## src/rtl/int_ctrl.sv

```systemverilog
// Interrupt controller: synchronized rising-edge sources, single-bit pending latches,
// lowest-index priority, and a memory-mapped MASK/PENDING/EOI/STATE window.
module int_ctrl #(
  parameter int          N_IRQ      = 8,
  parameter logic [31:0] BASE_ADDR  = 32'hFFF0,
  parameter int          CAUSE_BASE = 16
) (
  input  logic             clk,
  input  logic             rst,
  input  logic [N_IRQ-1:0] irq,
  input  logic [31:0]      Addr,
  input  logic             Memread,
  input  logic [1:0]       Memwrite,
  input  logic [31:0]      wdata,
  output logic [31:0]      rdata,
  output logic             rd_hit,
  output logic             INTin,
  output logic [31:0]      INTnum
);

  typedef enum logic {IDLE, SIGNAL} state_t;

  localparam logic [3:0] OFF_MASK    = 4'h0;
  localparam logic [3:0] OFF_PENDING = 4'h4;
  localparam logic [3:0] OFF_EOI     = 4'h8;
  localparam logic [3:0] OFF_STATE   = 4'hC;

  state_t           state, state_next;
  logic [N_IRQ-1:0] sync1, sync2, hist, rise;
  logic [2:0]       arm;
  logic [N_IRQ-1:0] mask, pending, req, grant_oh;
  logic [2:0]       in_service_id, grant_id;
  logic             grant_valid, take;
  logic             win_hit, wr_cond, wr_prev, wr_fire, mask_we, eoi_we;
  logic [3:0]       off;
  logic             unused_ok;

  assign unused_ok = &{1'b0, wdata[31:N_IRQ]};

  // arm holds edge detection off until hist carries a real post-reset sample,
  // so a line already high at reset release is never seen as a rising edge.
  always_ff @(posedge clk or posedge rst) begin
    if (rst) begin
      sync1 <= '0;
      sync2 <= '0;
      hist  <= '0;
      arm   <= '0;
    end else begin
      // NOTE: non-blocking so every flop samples the pre-edge value of its source;
      // blocking here would collapse the synchronizer chain into one stage.
      sync1 <= irq;
      sync2 <= sync1;
      hist  <= sync2;
      arm   <= {arm[1:0], 1'b1};
    end
  end

  assign rise = sync2 & ~hist & {N_IRQ{arm[2]}};

  assign win_hit  = (Addr[31:4] == BASE_ADDR[31:4]);
  assign off      = Addr[3:0];
  assign wr_cond  = win_hit && (Memwrite == 2'd1 || Memwrite == 2'd3);
  assign wr_fire  = wr_cond && !wr_prev;
  assign mask_we  = wr_fire && (off == OFF_MASK);
  assign eoi_we   = wr_fire && (off == OFF_EOI);

  assign req      = pending & mask;
  assign grant_oh = req & (-req);

  always_comb begin
    grant_valid = |req;
    grant_id    = '0;
    for (int i = N_IRQ - 1; i >= 0; i--) begin
      if (req[i]) grant_id = 3'(i);
    end
  end

  always_ff @(posedge clk or posedge rst) begin
    if (rst) state <= IDLE;
    else     state <= state_next;
  end

  always_comb begin
    // NOTE: defaults first so every path assigns every output; a missing
    // branch would otherwise infer a latch.
    state_next = state;
    take       = 1'b0;
    case (state)
      IDLE: begin
        if (grant_valid) begin
          state_next = SIGNAL;
          take       = 1'b1;
        end
      end
      SIGNAL: begin
        if (eoi_we && wdata[2:0] == in_service_id) state_next = IDLE;
      end
      default: state_next = IDLE;
    endcase
  end

  // A rise on the source being granted wins over its clear in the same cycle.
  always_ff @(posedge clk or posedge rst) begin
    if (rst) begin
      wr_prev       <= 1'b0;
      mask          <= '0;
      pending       <= '0;
      in_service_id <= '0;
    end else begin
      wr_prev <= wr_cond;
      if (mask_we) mask <= wdata[N_IRQ-1:0];
      if (take)    in_service_id <= grant_id;
      pending <= (pending & ~(take ? grant_oh : '0)) | rise;
    end
  end

  assign INTin  = (state == SIGNAL);
  assign INTnum = INTin ? 32'(CAUSE_BASE) + 32'(in_service_id) : 32'd0;
  assign rd_hit = !rst && Memread && win_hit;

  always_comb begin
    rdata = '0;
    if (rd_hit) begin
      case (off)
        OFF_MASK:    rdata[N_IRQ-1:0] = mask;
        OFF_PENDING: rdata[N_IRQ-1:0] = pending;
        OFF_STATE:   rdata[3:0]       = {INTin, in_service_id};
        default:     rdata            = '0;
      endcase
    end
  end

endmodule

```

## config.mk

```make
export PLATFORM = sky130hd
export DESIGN_NAME = int_ctrl
export DESIGN_NICKNAME = d
export VERILOG_FILES = /design/src/rtl/int_ctrl.sv
export SDC_FILE = /design/constraint.sdc
export NUM_CORES = 1
export LEC_CHECK = 0
export ABC_AREA = 1
export BUFFER_PORTS_ARGS = -buffer_cell sky130_fd_sc_hd__buf_2
export CAP_MARGIN = 5
export CELL_PAD_IN_SITES_DETAIL_PLACEMENT = 1
export CELL_PAD_IN_SITES_GLOBAL_PLACEMENT = 1
export CORE_UTILIZATION = 33
export CTS_CLUSTER_DIAMETER = 120
export DETAILED_ROUTE_END_ITERATION = 10
export GPL_TIMING_DRIVEN = 0
export PLACE_DENSITY_LB_ADDON = 0.1
export SLEW_MARGIN = 0
export SYNTH_ARGS = -nofsm -noshare
export SYNTH_HDL_FRONTEND = slang
export SYNTH_SLANG_ARGS = --single-unit
```

## constraint.sdc

```tcl
create_clock -name clk -period 3.25 [get_ports clk]
set_clock_uncertainty 0.2 [all_clocks]
set_input_delay 0.325 -clock clk [delete_from_list [all_inputs] [get_ports clk]]
set_output_delay 0.325 -clock clk [all_outputs]
set_load 0.05 [all_outputs]
```

==> results_dict.tcl, run 1 <==
set metrics [dict create \
    syn_inst 335 \
    postCtsSetupBuffers 0 \
    grt.total_usage 0.151 \
    critPathCaptureType "output port" \
    grt_setup_unrepaired "false" \
    setup_viol 0 \
    grt_max_degree 50 \
    drive_above_1_share 0.310 \
    regToRegEndpoint "pending[6]$_DFF_PP0_" \
    worstMarginPinSlew_ps 1030 \
    root_buffer "clkbuf_8" \
    crit_start "rst" \
    hold_class "input port to asynchronous set/reset pin" \
    p_total_mw 1.35 \
    critPathKind "input port to output port" \
    outcome "complete, no violations" \
    holdBufCountCts 8 \
    cp_common_cell "buf_2" \
    rr_startpoint "mask[2]$_DFFE_PP0P_" \
    h-tree-depth 2 \
    cellLeakagePower_nw 1.95 \
    min_period_over_period 0.819 \
    cts_buffers 5 \
    multi_input_comb_area_um2 1090 \
    synth-edff-count 0 \
    grt_overflow 0 \
    io_pins 143 \
    mostFrequentLayoutCells "nand2_1, buf_2, buf_4, conb_1, dfrtp_1" \
    dp_hpwl_mm 4.92 \
    clock-sinks 48 \
    synth-simple-area-share 0.279 \
    n_fill_cell 1034 \
    worstPathMaxFanout 49 \
    synth_top_family_by_area "simple AND/OR/NAND/NOR gates" \
    die_h_um 91.8 \
    synthFlopType "dfrtp_1" \
    period_needed_ps 2660 \
    wire_per_inst_um 10.7 \
    maxSlewViolCount 0 \
    ys_warn_count 0 \
    synth_seq_cells 48 \
    path_buf_inv 3 \
    fmax_ghz 0.376 \
    grt_pass1_wl_mm 10.2 \
    initial_core_util 0.343 \
    antenna_found_initial 0 \
    startpoint_type "input port" \
    cts_tree "built" \
    ir_drop_uv 246 \
    reg2reg_slack_ps 1650 \
    grt_pass1_vias 2380 \
    yosys.cell_types.count 25 \
    critical_path.endpoint "rdata[2]" \
    synthArstFlopShare 1.00 \
    diodes 0 \
    hold_viol_final 0 \
    port_buffers 65 \
    vias 2366 \
    drt-total-wl_mm 6.09 \
    cp_num_cells 7 \
    drc 0 \
    crit_arrival_ps 2140 \
    r2r_cells 9 \
    place_congestion 0.772 \
    first_pass_iters 4 \
    synth_xor_area_frac 0.00987 \
    drt_iter0_drc 51 \
    synthAdderAreaFrac 0 \
    cp_data_required_time_ps 2720 \
    power.density_nw_per_um2 384 \
    tns_ps 0 \
    die-area_um2 8430 \
    crit_slowest_cell "clkinvlp_4" \
    clk_latency_ps 300 \
    avgSynthCellArea_um2 7.94 \
    synth_mux_area_frac 0 \
    area_delta_synth_final_pct 31.9 \
    critPathMaxStageDelay_ps 660 \
    nNetsFinal 543 \
    fp.coreArea_um2 7770 \
    cts-resized-gates 0 \
    layout_commonest_cell "nand2_1" \
    synth_compound_area_frac 0.0461 \
    syn_area_um2 2660 \
    maxCapViolCount 0 \
    synth_seq_area_share 0.451 \
    final_util 0.452 \
    row_count 32 \
    ff_latch_area_um2 1200 \
    fp.dieW_um 91.8 \
    crit_family "buffers and inverters" \
    viasPerCell 4.16 \
    cts.clk_slew.worst_paths_ps 90 \
    ant_nets 0 \
    hold_ws_ps 33.8 \
    slew_headroom 0.310 \
    cts.path.max_buffers 2 \
    cp_cell_sequence "buf_2 -> clkinvlp_4 -> nand2_1 -> nor2_4 -> nand3_2 -> nor2_1 -> buf_2" \
]
==> worst min-delay path by stage <==
stage / cells after the start / to
floorplan: 0 / arm[1]$_DFF_PP0_
global placement: 0 / sync2[2]$_DFF_PP0_
detailed placement: 0 / sync2[7]$_DFF_PP0_
CTS: 3 / mask[6]$_DFFE_PP0P_
global route: 3 / mask[6]$_DFFE_PP0P_
finish: 2 / sync1[4]$_DFF_PP0_
==> area by class of cell <==
cell class	instances	share of cell area
Clock inverter	2	0.0110
Multi-Input combinational cell	245	0.311
Sequential cell	48	0.342
Timing Repair Buffer	73	0.115
Tap cell	102	0.0364
Clock buffer	6	0.0235
Inverter	39	0.0435
Buffer	54	0.117
==> sequential cells by signal (all words and copies together) (netlist names) <==
register,flops
INTin,1
arm,3
hist,8
in_service_id,3
mask,8
pending,8
sync1,8
sync2,8
wr_prev,1
==> metrics by stage <==
step	worst slack, ps	instances	instance area [um2]
after global placement	513	553	3310
final	589	569	3510
after global routing	246	569	3510
after CTS	486	569	3510
after floorplan	450	386	2860
after detailed placement	495	553	3310
==> cells by family after synthesis <==
group / Yosys count
AND/OR/NAND/NOR: 166
XOR/XNOR: 3
AO/OA/AOI/OAI: 23
buffers and inverters: 93
other: 2
flip-flops: 48
==> report_power, final <==
| group | total [mW] | internal, mW | leakage (nW) | switching (mW) |
|---|---|---|---|---|
| clock | 0.453 | 0.252 | 0.0614 | 0.201 |
| sequential | 0.620 | 0.614 | 0.561 | 0.00571 |
| combinational | 0.276 | 0.0846 | 1.33 | 0.191 |
| total | 1.35 | 0.950 | 1.95 | 0.398 |
==> Yosys cell counts, types with 2 or more instances <==
| cell | n | area [um2] |
|---|---|---|
| buf_4 | 53 | 398 |
| a21oi_1 | 10 | 50.1 |
| inv_2 | 3 | 11.3 |
| o21ai_1 | 3 | 15.0 |
| o22ai_1 | 4 | 25.0 |
| nand3_1 | 12 | 60.1 |
| conb_1 | 2 | 7.51 |
| nand2_2 | 4 | 25.0 |
| o21ai_0 | 5 | 25.0 |
| nand4_1 | 14 | 87.6 |
| nand2_1 | 90 | 338 |
| inv_1 | 34 | 128 |
| xnor2_1 | 3 | 26.3 |
| dfrtp_1 | 48 | 1200 |
| nor2_2 | 2 | 12.5 |
| nor2_1 | 35 | 131 |
| nand3_2 | 2 | 20.0 |
| nor2_4 | 4 | 45.0 |
==> routing by layer <==
metal | GRT usage | share of wire
met1 | 0.170 | 0.43
met2 | 0.283 | 0.50
met3 | 0.0307 | 0.057
met4 | 0.0482 | 0.013
met5 | 0 | 0
Power figures use the tool's default switching activity.
==> inputs of run 2 (changes only) <==
--- a/config.mk
+++ b/config.mk
@@ -10,7 +10,7 @@
 export CAP_MARGIN = 5
 export CELL_PAD_IN_SITES_DETAIL_PLACEMENT = 1
 export CELL_PAD_IN_SITES_GLOBAL_PLACEMENT = 1
-export CORE_UTILIZATION = 33
+export CORE_UTILIZATION = 31
 export CTS_CLUSTER_DIAMETER = 120
 export DETAILED_ROUTE_END_ITERATION = 10
 export GPL_TIMING_DRIVEN = 0
==> constraint.sdc (replaced) <==
create_clock -name clk -period 2.5 [get_ports clk]
set_clock_uncertainty 0.2 [all_clocks]
set_input_delay 0.25 -clock clk [delete_from_list [all_inputs] [get_ports clk]]
set_output_delay 0.25 -clock clk [all_outputs]
set_load 0.05 [all_outputs]
==> run 2 against run 1 <==
  * Clock power is 30% higher
  * Sequential share of layout area fell by 0.80 points
  * Routed wire length up 7.9%
  * Critical path depth grew 1
  * First-iteration DRC count up 39%
  * Critical path type unchanged
==> results_dict.tcl, run 2 (synthesis gave the netlist of run 1 again) <==
set metrics [dict create \
    area_delta_synth_final_pct 35.1 \
    min_period_over_period 0.937 \
    slew_headroom 0.279 \
    first_pass_iters 4 \
    io_pins 143 \
    mostFrequentLayoutCells "nand2_1, buf_2, buf_4, conb_1, dfrtp_1" \
    maxSlewViolCount 0 \
    fmax_ghz 0.427 \
    cp_common_cell "buf_2" \
    grt_pass1_wl_mm 10.8 \
    setup_viol 0 \
    top_layer_used "met4" \
    cts.path.max_buffers 2 \
    row_count 33 \
    die-area_um2 8960 \
    period_needed_ps 2340 \
    ant_nets 0 \
    cp_cell_sequence "dlygate4sd3_1 -> buf_2 -> clkinvlp_4 -> nand2_1 -> nor2_4 -> nand3_2 -> nor2_1 -> buf_2" \
    fp.dieW_um 94.7 \
    ir_drop_uv 429 \
    cts_tree "built" \
    n_fill_cell 1073 \
    cp_data_required_time_ps 2050 \
    startpoint_type "input port" \
    final_util 0.435 \
    drt-met1-wl_mm 2.80 \
    critPathKind "input port to output port" \
    cts.clk_slew.worst_paths_ps 90 \
    die_h_um 94.7 \
    worstMarginPinSlew_ps 1080 \
    placed_cells 556 \
    critPathMaxStageDelay_ps 520 \
    root_buffer "clkbuf_8" \
    reg2reg_slack_ps 880 \
    clock-sinks 48 \
    met3_length_um 378 \
    worstPathMaxFanout 4 \
    viasPerCell 4.07 \
    r2r_cells 8 \
    crit_arrival_ps 1890 \
    layoutNonFillerInstCount 579 \
    pre_cts_ws_ps -139 \
    grt_setup_unrepaired "false" \
    place_congestion 0.770 \
    drive_above_1_share 0.314 \
    drt-total-wl_mm 6.57 \
    whs_endpoint "mask[3]$_DFFE_PP0P_" \
    fp.coreArea_um2 8260 \
    wire_per_inst_um 11.4 \
    crit_slowest_cell "dlygate4sd3_1" \
    drc 0 \
    nNetsFinal 550 \
    worstHoldStart "wdata[3]" \
    dp_hpwl_mm 5.02 \
    drt_iter0_drc 71 \
    critPathCaptureType "output port" \
    fin_ws_ps 157 \
    grt_max_degree 25 \
    maxCapViolCount 0 \
    hold_class "input port to register" \
    regToRegEndpoint "in_service_id[2]$_DFFE_PP0P_" \
    rr_startpoint "mask[2]$_DFFE_PP0P_" \
    diodes 0 \
    clk_latency_ps 300 \
    antenna_found_initial 0 \
    initial_core_util 0.322 \
    cellLeakagePower_nw 1.98 \
    layout_commonest_cell "nand2_1" \
    hold_viol_final 0 \
    vias 2354 \
    grt_overflow 0 \
    grt.total_usage 0.155 \
    port_buffers 65 \
    outcome "complete, no violations" \
    hold_depth 3 \
    grt_pass1_vias 2366 \
    power.density_nw_per_um2 491 \
    tns_ps 0 \
    cts_buffers 5 \
    wl_met2_mm 3.32 \
    h-tree-depth 2 \
]
-- run 2: changes by cell type in the layout (fill, tap and decap cells not counted) --
cell / delta
nor2_1: -2
dlygate4sd3_1: +5
clkinvlp_2: +1
nor2_2: +2
buf_12: +1
-- run 2: final cells by class --
class	count	area, um2	share of cell area
buffer	54	412	0.115
multi-input combinational	245	1100	0.305
sequential	48	1200	0.334
timing repair inverter	1	5.00	0.00139
timing repair buffer	79	475	0.132
tap	105	131	0.0365
clock buffer	6	82.6	0.0230
inverter	39	153	0.0425
clock inverter	2	38.8	0.0108
-- run 2: how the worst max path moves through the flow --
stage	start	endpoint	slack [ps]	depth (start not counted)
detailed placement	rst	rdata[2]	-140	7
finish	rst	rdata[2]	160	8
floorplan	rst	rdata[4]	-150	5
global placement	rst	rdata[2]	-120	7
CTS	rst	rdata[3]	110	8
global route	rst	rdata[2]	40	8
-- run 2: where the power goes --
part           switching [mW]  internal, mW  leakage (nW)
sequential            0.00704         0.798         0.561
combinational           0.252         0.118          1.36
clock                   0.264         0.327        0.0614
-- run 2: worst max-delay path, delay by kind of cell --
family / cells / cell delay [ps]
buf+inv: 4 / 1080
simple gates: 4 / 560
-- run 2: through the flow --
stage / cell area (um2) / total power [mW] / hold slack [ps]
2_1_floorplan: 2860 / 1.11 / 81.4
3_3_place_gp: 3320 / 1.16 / 132
3_5_place_dp: 3320 / 1.17 / 136
4_1_cts: 3590 / 1.79 / 12.5
5_1_grt: 3590 / 1.84 / 19.1
6_report: 3590 / 1.77 / 13.4
-- run 2: repair_timing --
item | CTS | global route
hold buffers | 14 | 0
hold endpoints to repair | 36 | 0
resized for setup | 0 | 0
endpoints found under the setup margin | 8 | 0
setup buffers | 0 | 0
-- run 2: metal layers --
layer	global-route usage	vias up
met4	0.0455	0
met2	0.285	69
met3	0.0298	6
met5	0	-
met1	0.182	1070
li1	-	1209
